==> src/rtl/pipeline_mode_ctrl.sv <==
// Pipeline mode controller: drives global stall/squash for run, flush, memory-wait and load modes.
// Optional wait watchdog enabled by defining MODE_WAIT_TIMEOUT_EN.
module pipeline_mode_ctrl #(
    parameter int NUM_MEM_PORTS = 2,
    parameter int FLUSH_CYCLES  = 3,
    parameter int WAIT_TIMEOUT  = 255
) (
    input  logic                     clk,
    input  logic                     rst,
    input  logic                     branch_jump,
    input  logic                     load_req,
    input  logic [NUM_MEM_PORTS-1:0] request_done,
    output logic                     master_hold,
    output logic                     flush_hold,
    output logic                     load_mode,
    output logic [1:0]               mode,
    output logic                     wait_timeout
);

    localparam int CW = $clog2(FLUSH_CYCLES + 1);

    typedef enum logic [1:0] {
        RUN      = 2'b00,
        FLUSH    = 2'b01,
        MEM_WAIT = 2'b10,
        LOAD     = 2'b11
    } state_t;

    if (NUM_MEM_PORTS < 1 || FLUSH_CYCLES < 1 || WAIT_TIMEOUT < 1) begin : g_bad_param
        $error("pipeline_mode_ctrl: NUM_MEM_PORTS, FLUSH_CYCLES and WAIT_TIMEOUT must be >= 1");
    end

    state_t        state, state_nxt;
    logic [CW-1:0] flush_cnt, flush_cnt_nxt;
    logic          pending_flush, pending_flush_nxt;
    logic          mem_wait;

    assign mem_wait = ~&request_done;

    always_comb begin
        state_nxt         = state;
        flush_cnt_nxt     = flush_cnt;
        pending_flush_nxt = pending_flush;
        case (state)
            RUN: begin
                if (load_req) begin
                    state_nxt = LOAD;
                end else if (mem_wait) begin
                    state_nxt = MEM_WAIT;
                    if (branch_jump) pending_flush_nxt = 1'b1;
                end else if (branch_jump) begin
                    state_nxt     = FLUSH;
                    flush_cnt_nxt = CW'(FLUSH_CYCLES - 1);
                end
            end
            FLUSH: begin
                if (flush_cnt != '0) flush_cnt_nxt = flush_cnt - 1'b1;
                else                 state_nxt     = RUN;
            end
            MEM_WAIT: begin
                if (mem_wait) begin
                    if (branch_jump) pending_flush_nxt = 1'b1;
                end else if (pending_flush || branch_jump) begin
                    state_nxt         = FLUSH;
                    flush_cnt_nxt     = CW'(FLUSH_CYCLES - 1);
                    pending_flush_nxt = 1'b0;
                end else begin
                    state_nxt = RUN;
                end
            end
            LOAD: begin
                if (!load_req) begin
                    state_nxt         = RUN;
                    pending_flush_nxt = 1'b0;
                end
            end
            default: state_nxt = RUN;
        endcase
    end

    // Outputs are decoded from the next state so they line up with the state register.
    always_ff @(posedge clk) begin
        if (rst) begin
            state         <= RUN;
            flush_cnt     <= '0;
            pending_flush <= 1'b0;
            master_hold   <= 1'b0;
            flush_hold    <= 1'b0;
            load_mode     <= 1'b0;
            mode          <= 2'b00;
        end else begin
            state         <= state_nxt;
            flush_cnt     <= flush_cnt_nxt;
            pending_flush <= pending_flush_nxt;
            master_hold   <= (state_nxt == MEM_WAIT) || (state_nxt == LOAD);
            flush_hold    <= (state_nxt == FLUSH);
            load_mode     <= (state_nxt == LOAD);
            mode          <= state_nxt;
        end
    end

`ifdef MODE_WAIT_TIMEOUT_EN
    localparam int WCW = $clog2(WAIT_TIMEOUT + 1);

    logic [WCW-1:0] wait_cnt;

    // Counts completed MEM_WAIT cycles, saturating; flag is sticky until reset.
    always_ff @(posedge clk) begin
        if (rst) begin
            wait_cnt     <= '0;
            wait_timeout <= 1'b0;
        end else if (state != MEM_WAIT && state_nxt == MEM_WAIT) begin
            wait_cnt <= '0;
        end else if (state == MEM_WAIT && wait_cnt != WCW'(WAIT_TIMEOUT)) begin
            wait_cnt <= wait_cnt + 1'b1;
            if (wait_cnt == WCW'(WAIT_TIMEOUT - 1)) wait_timeout <= 1'b1;
        end
    end
`else
    assign wait_timeout = 1'b0;
`endif

endmodule

==> config.mk <==
export PLATFORM = sky130hd
export DESIGN_NAME = pipeline_mode_ctrl
export DESIGN_NICKNAME = d
export VERILOG_FILES = /design/src/rtl/pipeline_mode_ctrl.sv
export SDC_FILE = /design/constraint.sdc
export NUM_CORES = 1
export LEC_CHECK = 0
export ABC_AREA = 1
export BUFFER_PORTS_ARGS = -buffer_cell sky130_fd_sc_hd__buf_4
export CORE_AREA = 2 2 39 41
export DETAILED_ROUTE_END_ITERATION = 10
export DIE_AREA = 0 0 41 43
export RECOVER_POWER = 100
export SLEW_MARGIN = 20
export SYNTH_ARGS = -nofsm -noshare
export SYNTH_HDL_FRONTEND = slang
export SYNTH_SLANG_ARGS = --single-unit
==> constraint.sdc <==
create_clock -name clk -period 1.31 [get_ports clk]
set_input_delay 0.393 -clock clk [delete_from_list [all_inputs] [get_ports clk]]
set_output_delay 0.393 -clock clk [all_outputs]
set_load 0.05 [all_outputs]
==> results of run 1 <==
## sequential cells by signal, summed over array words and instances, names as in the netlist
name,flops
flush_cnt,2
pending_flush,1
state,2
master_hold,1
flush_hold,1
load_mode,1
## cell families after synthesis
logic type	count (synthesis)
DFF	8
other	1
buffers and inverters	14
adders and majority gates	1
and+or+nand+nor	36
AOI/OAI and AO/OA	10
## per-layer routing
layer / routed length [µm] / track usage, % / up-vias
met5: 0 / 0 / -
met4: 5 / 4.00 / 0
met3: 48 / 6.28 / 2
met2: 402 / 17.2 / 8
met1: 457 / 15.2 / 180
li1: - / - / 241
## per-stage QoR
stage	hold slack [ns]	utilization, %
6_report	0.321	41.4
5_1_grt	0.322	41.4
4_1_cts	0.311	40.8
3_5_place_dp	0.480	39.2
3_3_place_gp	0.479	39.2
2_1_floorplan	0.455	-
## worst max path at each step
stage                                    startpoint                         to  slack, ns  cells past startpoint
after floorplan                 state[1]$_SDFF_PP0_  flush_cnt[0]$_SDFFE_PP0P_       0.13                      7
after global placement    flush_cnt[0]$_SDFFE_PP0P_  flush_cnt[1]$_SDFFE_PP0P_       0.04                      8
after detailed placement  flush_cnt[0]$_SDFFE_PP0P_  flush_cnt[0]$_SDFFE_PP0P_       0.04                      8
after CTS                       state[0]$_SDFF_PP0_                    mode[0]       0.01                      1
after global routing      flush_cnt[1]$_SDFFE_PP0P_  flush_cnt[0]$_SDFFE_PP0P_      -0.03                      8
final                           state[1]$_SDFF_PP0_                    mode[1]       0.03                      1
## power groups by stage
stage	clock (mW)	combinational, mW	sequential (mW)
after detailed placement	0	0.310	0.315
final	0.188	0.318	0.313
after global placement	0	0.307	0.316
after global routing	0.208	0.356	0.317
after floorplan	0	0.172	0.374
after CTS	0.201	0.312	0.309
## cell type report
cell class | instances | area (µm²) | share of cell area, %
Clock buffer | 3 | 22.5 | 3.93
Timing Repair Buffer | 10 | 78.8 | 13.8
Inverter | 13 | 48.8 | 8.52
Sequential cell | 8 | 164 | 28.6
Multi-Input combinational cell | 48 | 239 | 41.7
Tap cell | 16 | 20.0 | 3.49
## cells in the final DEF (no fill, tap or decap)
cell type / Yosys / routed
nand2_1: 12 / 12
inv_1: 11 / 11
nor2_1: 9 / 10
buf_4: 1 / 9
nand3_1: 8 / 8
a21oi_1: 5 / 5
dfxtp_1: 8 / 5
nor2_2: 4 / 3
clkbuf_4: 0 / 3
dfxtp_2: 0 / 3
inv_2: 2 / 2
o21ai_1: 3 / 2
o21ai_2: 1 / 2
o21ai_0: 1 / 1
nand2_2: 1 / 1
nand3_2: 1 / 1
nor3_1: 1 / 1
ha_2: 0 / 1
conb_1: 1 / 1
buf_6: 0 / 1
==> results.py, run 1 <==
metrics = {
    "placement": {
        "dp.cells": 95,
        "post-place-ws_ns": 0.0388,
        "io_buffers": 10,
        "hpwl_um": 720,
        "place_area_um2": 542,
        "gp_congestion": 0.805,
    },
    "cells_and_area": {
        "nets": 91,
        "area_delta_synth_final_pct": 26.9,
        "final_cell_area_um2": 573,
        "n_antenna_cell": 0,
        "drive_above_1_share_pct": 31.7,
        "fill_cells": 146,
        "final_cells": 98,
    },
    "yosys": {
        "synth_top_family_by_area": "simple AND/OR/NAND/NOR gates",
        "synth_mux_area_share_pct": 0,
        "synth_cell_types": 17,
        "synth_fa_ha_area_share_pct": 2.77,
        "syn_nets": 77,
        "synth_edf_count": 0,
        "netlist.top_cell.by_area": "dfxtp_1",
        "synthSimpleGateAreaFrac_pct": 36.6,
        "syn-instance-count": 70,
        "syn_area_per_cell_um2": 6.45,
        "syn_area_um2": 452,
        "yosysMostFrequentCell": "nand2_1",
        "netlist_top_cells_count": "nand2_1 (12), inv_1 (11), nor2_1 (9)",
        "seq_area_frac_synth_pct": 35.5,
        "synth_top_area_share_pct": 35.5,
        "ys.flop_type": "dfxtp_1",
        "synth_compound_area_share_pct": 11.9,
        "synthArstFlopShare_pct": 0,
        "yosysWarnings": 0,
        "yosys-top-cells-area": "dfxtp_1 (35%), nand2_1 (10%), inv_1 (9.1%)",
        "synth_xor_area_share_pct": 0,
        "ys_ff_latch": 8,
    },
    "drt": {
        "via_per_inst": 4.40,
        "wl_um": 914,
        "num_vias": 431,
        "firstDrtPassIters": 4,
        "detail_route.wl_per_cell_um": 9.33,
        "drtIter0Drc": 8,
        "ant_nets": 0,
        "remaining_drc_errors": 0,
    },
    "pwr": {
        "p_int_mw": 0.498,
        "clkPwrFrac_pct": 23.0,
        "power.density_nw_per_um2": 1430,
        "p_leak_nw": 0.291,
        "netSwitchingPower_mw": 0.321,
        "switching_share_pct": 39.2,
        "power.total_mw": 0.819,
        "pwr-share-seq_pct": 38.2,
        "irDropWorstVdd_mv": 0.477,
        "power_frac_comb_pct": 38.8,
    },
    "clocking": {
        "cts_num_sinks": 8,
        "clk_latency_ns": 0.25,
        "cts_root_buf": "clkbuf_4",
        "path_clk_slew_ns": 0.05,
        "cts_hold_buf": 0,
        "cts_resized": 0,
        "htreeDepth": 1,
        "cts.path.max_buffers": 2,
        "cts_buffers": 3,
        "post_cts_buffers": 0,
        "cts_tree": "yes",
    },
    "timing": {
        "finalCritPeriodShare_pct": 97.8,
        "fin_ws_ns": 0.0286,
        "finalMaxSlewViolations": 0,
        "rsz0062_at_grt": "yes",
        "hold_violations": 0,
        "fin_setup_tns_ns": 0,
        "clock.fmax_mhz": 780,
        "period_minus_slack_ns": 1.28,
        "fin_skew_ns": 0.000856,
        "setup_viol": 0,
    },
    "min_path": {
        "min_delay_worst_endpoint": "state[1]$_SDFF_PP0_",
        "hold_depth": 2,
        "worstHoldPathType": "in2reg",
        "min_from": "rst",
    },
    "worst_setup_path": {
        "worst_path_largest_cell_delay_ns": 0.41,
        "cp_slowest_cell": "dfxtp_2",
        "worst-setup-path-type": "reg2out",
        "cp.arrival_ns": 0.89,
        "r2r_cells": 8,
        "cp_cell_sequence": "buf_4",
        "worstSetupStartpointType": "flop",
        "cp-end-kind": "output port",
        "timing.rr.end": "flush_cnt[1]$_SDFFE_PP0P_",
        "critPathRequiredTime_ns": 0.92,
        "timing.rr.start": "flush_cnt[0]$_SDFFE_PP0P_",
        "crit_family": "flip-flops",
        "path_max_fanout": 7,
        "reg2reg_slack_ns": 0.09,
        "path_buf_inv": 1,
    },
    "floorplan": {
        "die_width_um": 41,
        "fp.dieH_um": 43,
        "core_area_um2": 1380,
        "row_count": 14,
        "start_util_pct": 32.6,
        "ios": 12,
        "die_area_um2": 1760,
    },
    "run_status": {
        "outcome": "finished, final reports clean",
    },
    "global_routing": {
        "antenna_found_initial": 0,
        "grt_pass1_wl_um": 1390,
        "grt_max_degree": 10,
        "grt_pass1_vias": 367,
        "grt_overflow": 0,
        "grt_usage_pct": 12.1,
    },
    "job": {
        "drv_cap": 0,
    },
}
(Power assumes the default switching activity.)
==> run 2, diff against run 1 <==
==> constraint.sdc (replaced) <==
create_clock -name clk -period 1.1 [get_ports clk]
set_input_delay 0.33 -clock clk [delete_from_list [all_inputs] [get_ports clk]]
set_output_delay 0.33 -clock clk [all_outputs]
set_load 0.05 [all_outputs]
==> run 2 against run 1 <==
Effect of this change:
- the flow now finishes with violations (setup timing)
- via count grew 9.5%
- critical endpoint unchanged
- setup slack lost 0.081 ns
- global-route usage grew 2.7 points
- register-to-register slack lost 0.11 ns
- combinational power grew 38%
- clock power grew 37%
- non-clock buffer count grew 3
- critical path type unchanged
- clock skew grew 0.0098 ns
- sequential share of layout area shrank 2.1 points
==> results.py, run 2 (same netlist as run 1, synthesis figures left out) <==
metrics = {
    "worst_setup_path": {
        "path_max_fanout": 7,
        "timing.rr.start": "flush_cnt[1]$_SDFFE_PP0P_",
        "cp_num_cells": 1,
        "timing.rr.end": "flush_cnt[0]$_SDFFE_PP0P_",
        "crit_path_start": "state[1]$_SDFF_PP0_",
        "cp_cell_sequence": "buf_8",
        "cp-endpoint": "mode[1]",
        "cp.arrival_ns": 0.82,
        "reg2reg_slack_ns": -0.02,
        "worstSetupStartpointType": "flop",
        "critPathRequiredTime_ns": 0.77,
        "crit_family": "flip-flops",
        "path_buf_inv": 1,
        "cp-end-kind": "output port",
        "worst-setup-path-type": "reg2out",
        "r2r_cells": 8,
        "worst_path_largest_cell_delay_ns": 0.40,
        "cp_slowest_cell": "dfxtp_4",
    },
    "floorplan": {
        "die_area_um2": 1760,
        "row_count": 14,
        "start_util_pct": 32.6,
        "ios": 12,
        "fp.dieH_um": 43,
        "die_width_um": 41,
        "core_area_um2": 1380,
    },
    "drt": {
        "remaining_drc_errors": 0,
        "detail_route.wl_per_cell_um": 9.35,
        "ant_nets": 0,
        "num_vias": 472,
        "via_per_inst": 4.63,
        "firstDrtPassIters": 4,
        "wl_um": 954,
        "drtIter0Drc": 8,
    },
    "timing": {
        "fin_skew_ns": 0.0107,
        "period_minus_slack_ns": 1.15,
        "rsz0062_at_grt": "yes",
        "finalCritPeriodShare_pct": 105,
        "setup_viol": 4,
        "fin_ws_ns": -0.0521,
        "finalMaxSlewViolations": 0,
        "hold_violations": 0,
        "clock.fmax_mhz": 868,
    },
    "cells_and_area": {
        "final_cell_mix": "nand2_1 (12), nor2_1 (9), inv_1 (9)",
        "area_delta_synth_final_pct": 42.9,
        "drive_above_1_share_pct": 39.5,
        "top_regs": "flush_cnt (2), state (2)",
        "fill_cells": 155,
        "nets": 94,
        "final_cell_area_um2": 646,
        "layout_commonest_cell": "nand2_1",
        "multi_input_area_um2": 251,
        "n_antenna_cell": 0,
        "final_cells": 102,
        "seq_area_um2": 171,
    },
    "clocking": {
        "clk_latency_ns": 0.27,
        "htreeDepth": 1,
        "cts_hold_buf": 0,
        "cts.path.max_buffers": 2,
        "cts_num_sinks": 8,
        "cts_buffers": 3,
        "cts_root_buf": "clkbuf_4",
        "path_clk_slew_ns": 0.07,
        "cts_tree": "yes",
    },
    "job": {
        "drv_cap": 0,
    },
    "pwr": {
        "pwr-share-seq_pct": 35.4,
        "switching_share_pct": 38.8,
        "power_frac_comb_pct": 40.7,
        "clkPwrFrac_pct": 23.9,
        "power.density_nw_per_um2": 1670,
        "p_leak_nw": 0.317,
        "power.total_mw": 1.08,
        "p_int_mw": 0.659,
        "netSwitchingPower_mw": 0.417,
        "irDropWorstVdd_mv": 0.582,
    },
    "global_routing": {
        "grt_max_degree": 8,
        "grt_pass1_wl_um": 1670,
        "antenna_found_initial": 0,
        "grt_usage_pct": 14.8,
        "grt_overflow": 0,
        "grt_pass1_vias": 444,
    },
    "placement": {
        "place_area_um2": 581,
        "dp.cells": 97,
        "post-place-ws_ns": -0.0673,
        "gp_congestion": 0.781,
        "hpwl_um": 760,
        "io_buffers": 10,
    },
    "run_status": {
        "violations": "setup timing",
        "outcome": "complete, but fails checks",
    },
    "min_path": {
        "worstHoldPathType": "in2reg",
    },
}
==> run 2: cell types whose count changed in the layout (fill, tap and decap cells not counted), moves of 2 or more <==
cell     delta
dfxtp_1     -2
inv_1       -2
buf_4       -2
dfxtp_4     +2
inv_2       +2
buf_8       +3
==> run 2: repair_timing <==
| action | 4_1_cts | 5_1_grt |
|---|---|---|
| gates cloned | 0 | 0 |
| pin swaps | 4 | 0 |
| setup buffers | 1 | 0 |
| endpoints found under the setup margin | 5 | 8 |
| gates resized for setup | 5 | 5 |
==> run 2: cell type report <==
cell class                 count  area share (%)
inverter                      13            7.56
tap                           16            3.10
multi-input combinational     48            39.0
sequential                     8            26.6
clock buffer                   4            4.07
timing repair buffer          13            19.8
==> run 2: metrics by stage <==
stage          hold slack (ns)  utilization (%)  setup TNS, ns
2_1_floorplan            0.389                -              0
3_3_place_gp             0.471             42.0        -0.0856
3_5_place_dp             0.481             42.0         -0.120
4_1_cts                  0.235             45.8         -0.154
5_1_grt                  0.233             46.7         -0.392
6_report                 0.239             46.7         -0.138
==> run 2: per-layer routing <==
layer	global-route usage (%)	vias up	share of wire (%)
met3	4.71	4	5.8
met2	21.9	17	46
met1	16.1	202	43
met4	12.0	0	4.4
li1	-	249	-
met5	0	-	0
==> run 2: worst min path at each step <==
stage | startpoint | to | slack (ns) | cells after the start
3_3_place_gp | flush_cnt[0]$_SDFFE_PP0P_ | flush_cnt[0]$_SDFFE_PP0P_ | 0.47 | 2
4_1_cts | rst | state[1]$_SDFF_PP0_ | 0.24 | 2
3_5_place_dp | flush_cnt[1]$_SDFFE_PP0P_ | flush_cnt[1]$_SDFFE_PP0P_ | 0.48 | 2
6_report | rst | state[1]$_SDFF_PP0_ | 0.24 | 2
5_1_grt | rst | state[1]$_SDFF_PP0_ | 0.23 | 2
2_1_floorplan | rst | state[1]$_SDFF_PP0_ | 0.39 | 1
==> run 2: power groups by stage <==
stage	Combinational, mW	Sequential [mW]	Clock (mW)
floorplan	0.225	0.453	0
global placement	0.399	0.382	0
detailed placement	0.406	0.384	0
CTS	0.433	0.378	0.264
global route	0.484	0.387	0.287
finish	0.438	0.381	0.257
